`config.mk`:
```
export PLATFORM = sky130hd
export DESIGN_NAME = pulse_stretch
export DESIGN_NICKNAME = d
export VERILOG_FILES = /design/src/rtl/pulse_stretch.sv
export SDC_FILE = /design/constraint.sdc
export NUM_CORES = 1
export LEC_CHECK = 0
export CORE_ASPECT_RATIO = 1.4
export CORE_MARGIN = 2
export CORE_UTILIZATION = 50
export CTS_CLUSTER_SIZE = 25
export DETAILED_ROUTE_END_ITERATION = 10
export PLACE_DENSITY = 0.76
export SYNTH_ARGS = -nofsm -noshare
export SYNTH_HDL_FRONTEND = slang
export SYNTH_SLANG_ARGS = --single-unit
```
`constraint.sdc`:
```
create_clock -name clk -period 3.5 [get_ports clk]
set_input_delay 0.7 -clock clk [delete_from_list [all_inputs] [get_ports clk]]
set_output_delay 0.7 -clock clk [all_outputs]
set_load 0.01 [all_outputs]
```
`src/rtl/pulse_stretch.sv`:
```
// pulse_stretch: turns single-cycle event pulses into fixed-length visible
// pulses (ON_CYCLES high, then GAP_CYCLES forced low) per channel. Events that
// arrive while a channel is busy are counted and replayed one at a time; a
// sticky ovf flag records any event dropped because the counter was full.
// Build option: define PULSE_STRETCH_EDGE_IN_EN to treat x as a level input
// and take an event only on its rising edge.
module pulse_stretch #(
    parameter int unsigned WIDTH      = 1,
    parameter int unsigned ON_CYCLES  = 5000000,
    parameter int unsigned GAP_CYCLES = 5000000,
    parameter int unsigned PEND_W     = 4
) (
    input  logic             clk,
    input  logic             rstn,
    input  logic [WIDTH-1:0] x,
    output logic [WIDTH-1:0] y,
    output logic [WIDTH-1:0] ovf
);

    localparam int unsigned MAX_CYCLES = (ON_CYCLES > GAP_CYCLES) ? ON_CYCLES : GAP_CYCLES;
    localparam int unsigned TW         = $clog2(MAX_CYCLES + 1);
    localparam logic [TW-1:0]     ON_RELOAD  = TW'(ON_CYCLES - 1);
    localparam logic [TW-1:0]     GAP_RELOAD = TW'(GAP_CYCLES - 1);
    localparam logic [PEND_W-1:0] PEND_MAX   = '1;

    typedef enum logic [1:0] {
        IDLE = 2'd0,
        ON   = 2'd1,
        GAP  = 2'd2
    } state_t;

    logic [WIDTH-1:0] ev;

`ifdef PULSE_STRETCH_EDGE_IN_EN
    logic [WIDTH-1:0] x_d;

    // One-cycle delayed copy of x for rising-edge detection
    always_ff @(posedge clk) begin
        if (!rstn) begin
            x_d <= '0;
        end else begin
            x_d <= x;
        end
    end

    assign ev = x & ~x_d;
`else
    assign ev = x;
`endif

    for (genvar i = 0; i < WIDTH; i++) begin : g_ch
        state_t            state;
        logic [TW-1:0]     timer;
        logic [PEND_W-1:0] pend;
        logic              y_r;
        logic              ovf_r;
        logic              gap_exp;
        logic              inc;
        logic              dec;

        // Queue bookkeeping: an event at GAP expiry with nothing queued starts ON directly
        always_comb begin
            gap_exp = 1'b0;
            inc     = 1'b0;
            dec     = 1'b0;
            gap_exp = (state == GAP) && (timer == '0);
            inc     = ev[i] && (state != IDLE) && !(gap_exp && (pend == '0));
            dec     = gap_exp && (pend != '0);
        end

        // Per-channel IDLE/ON/GAP sequencer with pending counter and sticky overflow
        always_ff @(posedge clk) begin
            if (!rstn) begin
                state <= IDLE;
                timer <= '0;
                pend  <= '0;
                y_r   <= 1'b0;
                ovf_r <= 1'b0;
            end else begin
                case (state)
                    IDLE: begin
                        if (ev[i]) begin
                            state <= ON;
                            timer <= ON_RELOAD;
                            y_r   <= 1'b1;
                        end
                    end
                    ON: begin
                        if (timer != '0) begin
                            timer <= timer - TW'(1);
                        end else begin
                            state <= GAP;
                            timer <= GAP_RELOAD;
                            y_r   <= 1'b0;
                        end
                    end
                    GAP: begin
                        if (timer != '0) begin
                            timer <= timer - TW'(1);
                        end else if ((pend != '0) || ev[i]) begin
                            state <= ON;
                            timer <= ON_RELOAD;
                            y_r   <= 1'b1;
                        end else begin
                            state <= IDLE;
                        end
                    end
                    default: begin
                        state <= IDLE;
                        timer <= '0;
                        y_r   <= 1'b0;
                    end
                endcase

                if (inc && !dec) begin
                    if (pend == PEND_MAX) begin
                        ovf_r <= 1'b1;
                    end else begin
                        pend <= pend + PEND_W'(1);
                    end
                end else if (dec && !inc) begin
                    pend <= pend - PEND_W'(1);
                end
            end
        end

        assign y[i]   = y_r;
        assign ovf[i] = ovf_r;
    end

endmodule

```
# Word level (Yosys, flattened, before mapping)
# Index checks and enable logic that the tools add are counted.
[classes]
n_lt_le_gt_ge = 0
shifts = 0
eq_ne = 9
mul = 0
n_reduce_logical = 23
add_sub_neg = 3
n_mux = 18
bitwise_logic = 0
div = 0
[ops]
columns = ["cell", "n"]
rows = [
  ["$mux 23", 4],
  ["$pmux 23 s3", 1],
  ["$logic_not 23->1", 1],
  ["$reduce_bool 23->1", 1],
  ["$sub 23x1->23 const B", 1],
  ["$mux 4", 3],
  ["$ne 2x2->1 const B", 4],
  ["$logic_and 1x1->1", 7],
  ["$mux 2", 3],
  ["$pmux 2 s3", 1],
  ["$reduce_and 2->1", 3],
  ["$mux 1", 5],
  ["$add 4x1->4 const B", 1],
  ["$eq 4x4->1 const B", 1],
  ["$logic_not 4->1", 1],
  ["$reduce_and 4->1", 1],
  ["$reduce_bool 2->1", 2],
  ["$reduce_bool 4->1", 1],
  ["$sub 4x1->4 const B", 1],
  ["$logic_not 1->1", 3],
  ["$ne 3x1->1 const B", 1],
  ["$pmux 1 s3", 1],
  ["$reduce_and 3->1", 1],
  ["$eq 2x1->1 const B", 1],
  ["4 further kinds", 4],
]
[totals]
register_bits = 31
wordCells = 58
out_inout_bits = 2
n_memories = 0
latch_bits = 0
input_bits = 3
romBits = 0
mem_bits_rw = 0

# Logic depth before layout (Yosys ltp)
[depth]
depth_word = 9
mapped_depth = 12
ltp_nobuf = 12

# Worst setup path after synthesis
# Ideal clock, no wire load.
[synth_timing]
path_type = "register to register"
startpoint = "register g_ch[0].timer[0]"
endpoint = "register g_ch[0].pend[3]"
synth_period_minus_slack_ps = 2691
required_ps = 3380
setup_ps = 120
path_stages_with_launch = 13
n_path_buf = 0
t_arrival_ps = 2571
setup_slack_ps = 809
path_cell_list = "dfxtp_1 -> inv_1 -> ha_1 -> or4b_4 -> nor3_1 -> nand3_1 -> nand2_1 -> ha_1 -> a21o_1 -> a21oi_1 -> nor2_1 -> and4b_1 -> a211o_1"
[synth_via]
elab_chain_cells = 9
word_cells_on_any_way = 14
classes_between = "eq/ne: 1; mux: 1; reduce/logical: 12"
[synth_rtl]
columns = ["element", "line", "rtl"]
rows = [
  ["from (decl)", "53", "logic [TW-1:0] timer;"],
  ["from (signal assigned)", "90", "timer <= timer - TW'(1);"],
  ["from (signal assigned)", "99", "timer <= timer - TW'(1);"],
  ["$logic_not 23->1 *", "66", "gap_exp = (state == GAP) && (timer == '0);"],
  ["$logic_and 1x1->1 *", "66", ""],
  ["$logic_and 1x1->1", "67", "inc = ev[i] && (state != IDLE) && !(gap_exp && (pend == '0));"],
  ["$logic_not 1->1", "67", ""],
  ["$logic_and 1x1->1", "67", ""],
  ["$logic_not 1->1", "121", "end else if (dec && !inc) begin"],
  ["$logic_and 1x1->1", "121", ""],
  ["$reduce_bool 2->1 (no line)", "-", ""],
  ["$reduce_and 2->1 (no line)", "-", ""],
  ["to (signal assigned)", "119", "pend <= pend + PEND_W'(1);"],
  ["to (signal assigned)", "122", "pend <= pend - PEND_W'(1);"],
  ["to (decl)", "54", "logic [PEND_W-1:0] pend;"],
]
# Mark *: on every way between the ends. The rest lies on a longest branch, timed or not.
# A chain may end at the register's enable or synchronous reset.

# Worst setup path in the final report
# Same ends and word-level chain as after synthesis.

==> results.md <==
- The type of element launching the critical path is a flop.
- The length of the first detailed-routing pass in iterations is 4.
- Among the stages of the critical path, the cell type that occurs most often is ha_1.
- The final-report max-slew violation count is 0.
- The leakage power total is 0.839 nW.
- During synthesis, Yosys emitted a total of 0 warnings.
- Setup repair after global routing left no endpoint under its margin.
- In this run the remaining antenna-violating nets after routing total 0.
- The flow ran to the end, and the final reports show no timing, DRC or antenna violations.
- The routed design has 5.11 mm of wire.
- Pin placement for this block handled 5 I/O pins.
- After detailed routing, the number of vias per cell comes to 6.41.
- For this run, design rule violations remaining after detail routing come to 0.
- The average cell area after synthesis is 8.06 sq um.
- The layout cell share with drive strength beyond 1 is 0.107.
- The initial utilization of the core area, before any placement, comes to 0.514.
- In the final layout, flip-flops and latches occupy 621 sq um.
- After clock tree synthesis, the flow added hold-fix buffers numbering 0.
- Counting flops and latches in the post-synthesis netlist gives 31.
- Based on the critical path, the design can be clocked at up to 335 MHz.
- The library cell used as clock root buffer is clkbuf_8.
- Buffers inserted during clock tree synthesis total 5.
- The library cells used most frequently in the layout, excluding fill and tap cells, are 31 x dfxtp_1, 24 x nand2_1, 19 x a21oi_1.
- The min-delay analysis places its worst path in the category reg2reg.
- The die span in y is 81.5 um.
- The first routing iteration left 72 violations.
- The net count of the finished layout is 282.
- Entering global routing, the biggest net connects 27 pins.
- In the final routed layout, each cell accounts on average for 16.2 um.
- When the netlist entered floorplanning its net count stood at 278.
- The longest individual stage delay on the worst path is 490 ps.
- The synthesized instance count is 266.
- The half-perimeter wire length after placement is 3.65 mm.
- Dividing the final minimum period by the clock period gives 0.853.
- Across the run, the number of max-cap violations was 0.
- The maximum count of clock buffers along a single path is 2.
- The total area inside the core boundary comes to 4170 sq um.
- Along the worst hold path, the cell count comes to 2.
- The antenna cell count is 0.
- The proportion of register bits with asynchronous set or reset after synthesis is 0.
- The die covers 4840 sq um.
- The total clock sinks is 31.
- The count of endpoints failing setup in the final report is 0.
- The final critical-path required period is 2990 ps.
- The total congestion overflow after global routing is 0.
- The wire length of the first global-routing pass is 8.76 mm.
- During placement, the flow inserted port buffers numbering 4.
- The critical setup path kind is reg2reg.
- The data arrival time of the worst path is 3170 ps.
- Among all stages on the critical path, the largest delay is contributed by or4b_4.
- The CTS tree is yes.
- Leaving out fill and tap cells, the most frequent cell in the layout is dfxtp_1.
- After clock tree synthesis, the clock-pin slew on the worst setup and hold paths is 70 ps.
- The post-CTS resize count is 0.
- Of all nets on the critical path, the largest fanout is 4.
- The power per cell area is 985 nW/um^2.
- The floorplan has 28 rows.
- The finished layout cell area is 2300 sq um.
- The area of the mapped netlist is 2140 sq um.
- The normalized max-slew margin is 0.412.
- The clock network latency to the later pin of the worst-skew pair is 290 ps.
- The number of global-route vias before repair is 1,942.
- Measured along the x axis, the die boundary spans 59.4 um.
- The worst register-to-register path has a depth of 12.
- The number of different library cells used by synthesis comes to 60.
- The worst setup path is captured at a flop.
- The initial antenna violation count is 0.
- Routability-driven placement finished with a final weighted congestion of 0.838.
- Fill cells in the final layout number 371.
- The multi-input gate area in the final layout is 1360 sq um.
- The share of the Yosys chip area taken by registers is 0.289.
- CTS built an H-tree with a depth of 2.
- The hold violation count in the final report is 0.
- Clock skew on the completed layout was measured at 7.07 ps.
- Setup total negative slack on the finished layout was measured at 0 ps.
- The worst path required time is 3680 ps.
- The commonest register cell after synthesis is dfxtp_1.
- For this block, the via count after detailed routing is 2,026.
- The global router's overall resource usage is 0.236.
- Summing all placed instances gives a cell area of 2180 sq um.
- The actual transition at the worst max-transition pin is 873 ps.
- The post-synthesis to final-layout area growth is 7.18%.
- VDD sags by at most 461 uV.
- The post-CTS setup buffer count is 0.
- Traced cell by cell, the critical path runs through inv_1 > ha_1 > or4b_4 > nor3_1 > nand3_1 > nand2_1 > ha_1 > a21o_1 > a21oi_1 > nor2_1 > and4b_1 > a211o_1.
- The number of enable-type register cells in the synthesized netlist is 0.
## synth_stat cells (2+ instances only)
master,count,area share
nand3_1,14,0.033
buf_6,4,0.021
xnor2_1,3,0.012
o21ai_0,12,0.028
nor2_1,15,0.026
o31a_1,2,0.0082
nor4_1,5,0.015
o21a_1,2,0.0070
o221a_1,3,0.016
a31oi_1,4,0.012
o21ai_1,2,0.0047
mux2i_1,3,0.014
nor3_1,12,0.028
or4_4,3,0.016
a21o_1,4,0.014
o211a_1,2,0.0093
o22ai_1,5,0.015
nand4_1,8,0.023
or3_1,3,0.0088
clkbuf_1,5,0.0088
or3b_2,2,0.0082
nor3b_1,2,0.0070
nand2_1,24,0.042
a22oi_1,8,0.028
ha_1,8,0.047
and2_1,3,0.0088
nor2b_1,3,0.0088
inv_1,16,0.028
o32ai_2,3,0.023
nand4b_1,2,0.0082
or4_1,3,0.011
a21oi_1,19,0.044
and4_1,3,0.012
dfxtp_1,31,0.29
a21boi_0,3,0.011
## report_power, final
| group | switching, mW | total, mW | internal [mW] |
|---|---|---|---|
| logic | 0.760 | 1.30 | 0.536 |
| registers | 0.136 | 0.598 | 0.463 |
| clock network | 0.139 | 0.369 | 0.230 |
## sequential cells by signal, indices dropped and copies added, names as in the netlist
| register | flops |
|---|---|
| g_ch.pend | 4 |
| g_ch.state | 2 |
| g_ch.timer | 23 |
| ovf | 1 |
| y | 1 |
## through the flow
stage          hold slack (ps)  total power, mW  setup WS, ps  utilization  instances
2_1_floorplan              441             1.60           809            -        266
3_3_place_gp               444             1.86           435        0.523        308
3_5_place_dp               449             1.87           394        0.523        308
4_1_cts                    469             2.25           536        0.551        316
5_1_grt                    478             2.45           357        0.551        316
6_report                   465             2.26           513        0.551        316
## area by class of cell
cell class	count	share of cell area
multi-input cells	205	0.590
flip-flops and latches	31	0.270
repair buffers	10	0.0370
clock buffers	6	0.0359
inverters	17	0.0278
well taps	45	0.0245
clock inverters	2	0.0152
## final timing paths
| path | start | end | slack [ps] |
|---|---|---|---|
| max reg2reg | g_ch[0].timer[0] | g_ch[0].pend[3] | 510 |
| min reg2reg | y | y | 470 |
| max | g_ch[0].timer[0] | g_ch[0].pend[3] | 510 |
| min | y | y | 470 |
## critical path: cells and delay by family (launching register included)
family                   cells  cell delay [ps]
flip-flops                   1              320
AND/OR/NAND/NOR              6             1310
adder cells (fa/ha/maj)      2              490
buffers and inverters        1              110
AO/OA/AOI/OAI                3              660
## cells by family after synthesis
family                     share of synthesized area
AOI/OAI and AO/OA                              0.255
DFF                                            0.289
buffers and inverters                         0.0788
adders and majority gates                     0.0560
xor gates and xnor gates                      0.0163
and+or+nand+nor                                0.291
muxes                                         0.0140
## metal layers
layer  global-route usage  wire, um  vias up
li1                     -         -     1005
met4                0.120       114        0
met2                0.413      2640       73
met1                0.265      2110      939
met3               0.0488       257        9
met5                    0         0        -
Note: power is estimated with default switching activity, not from simulation.
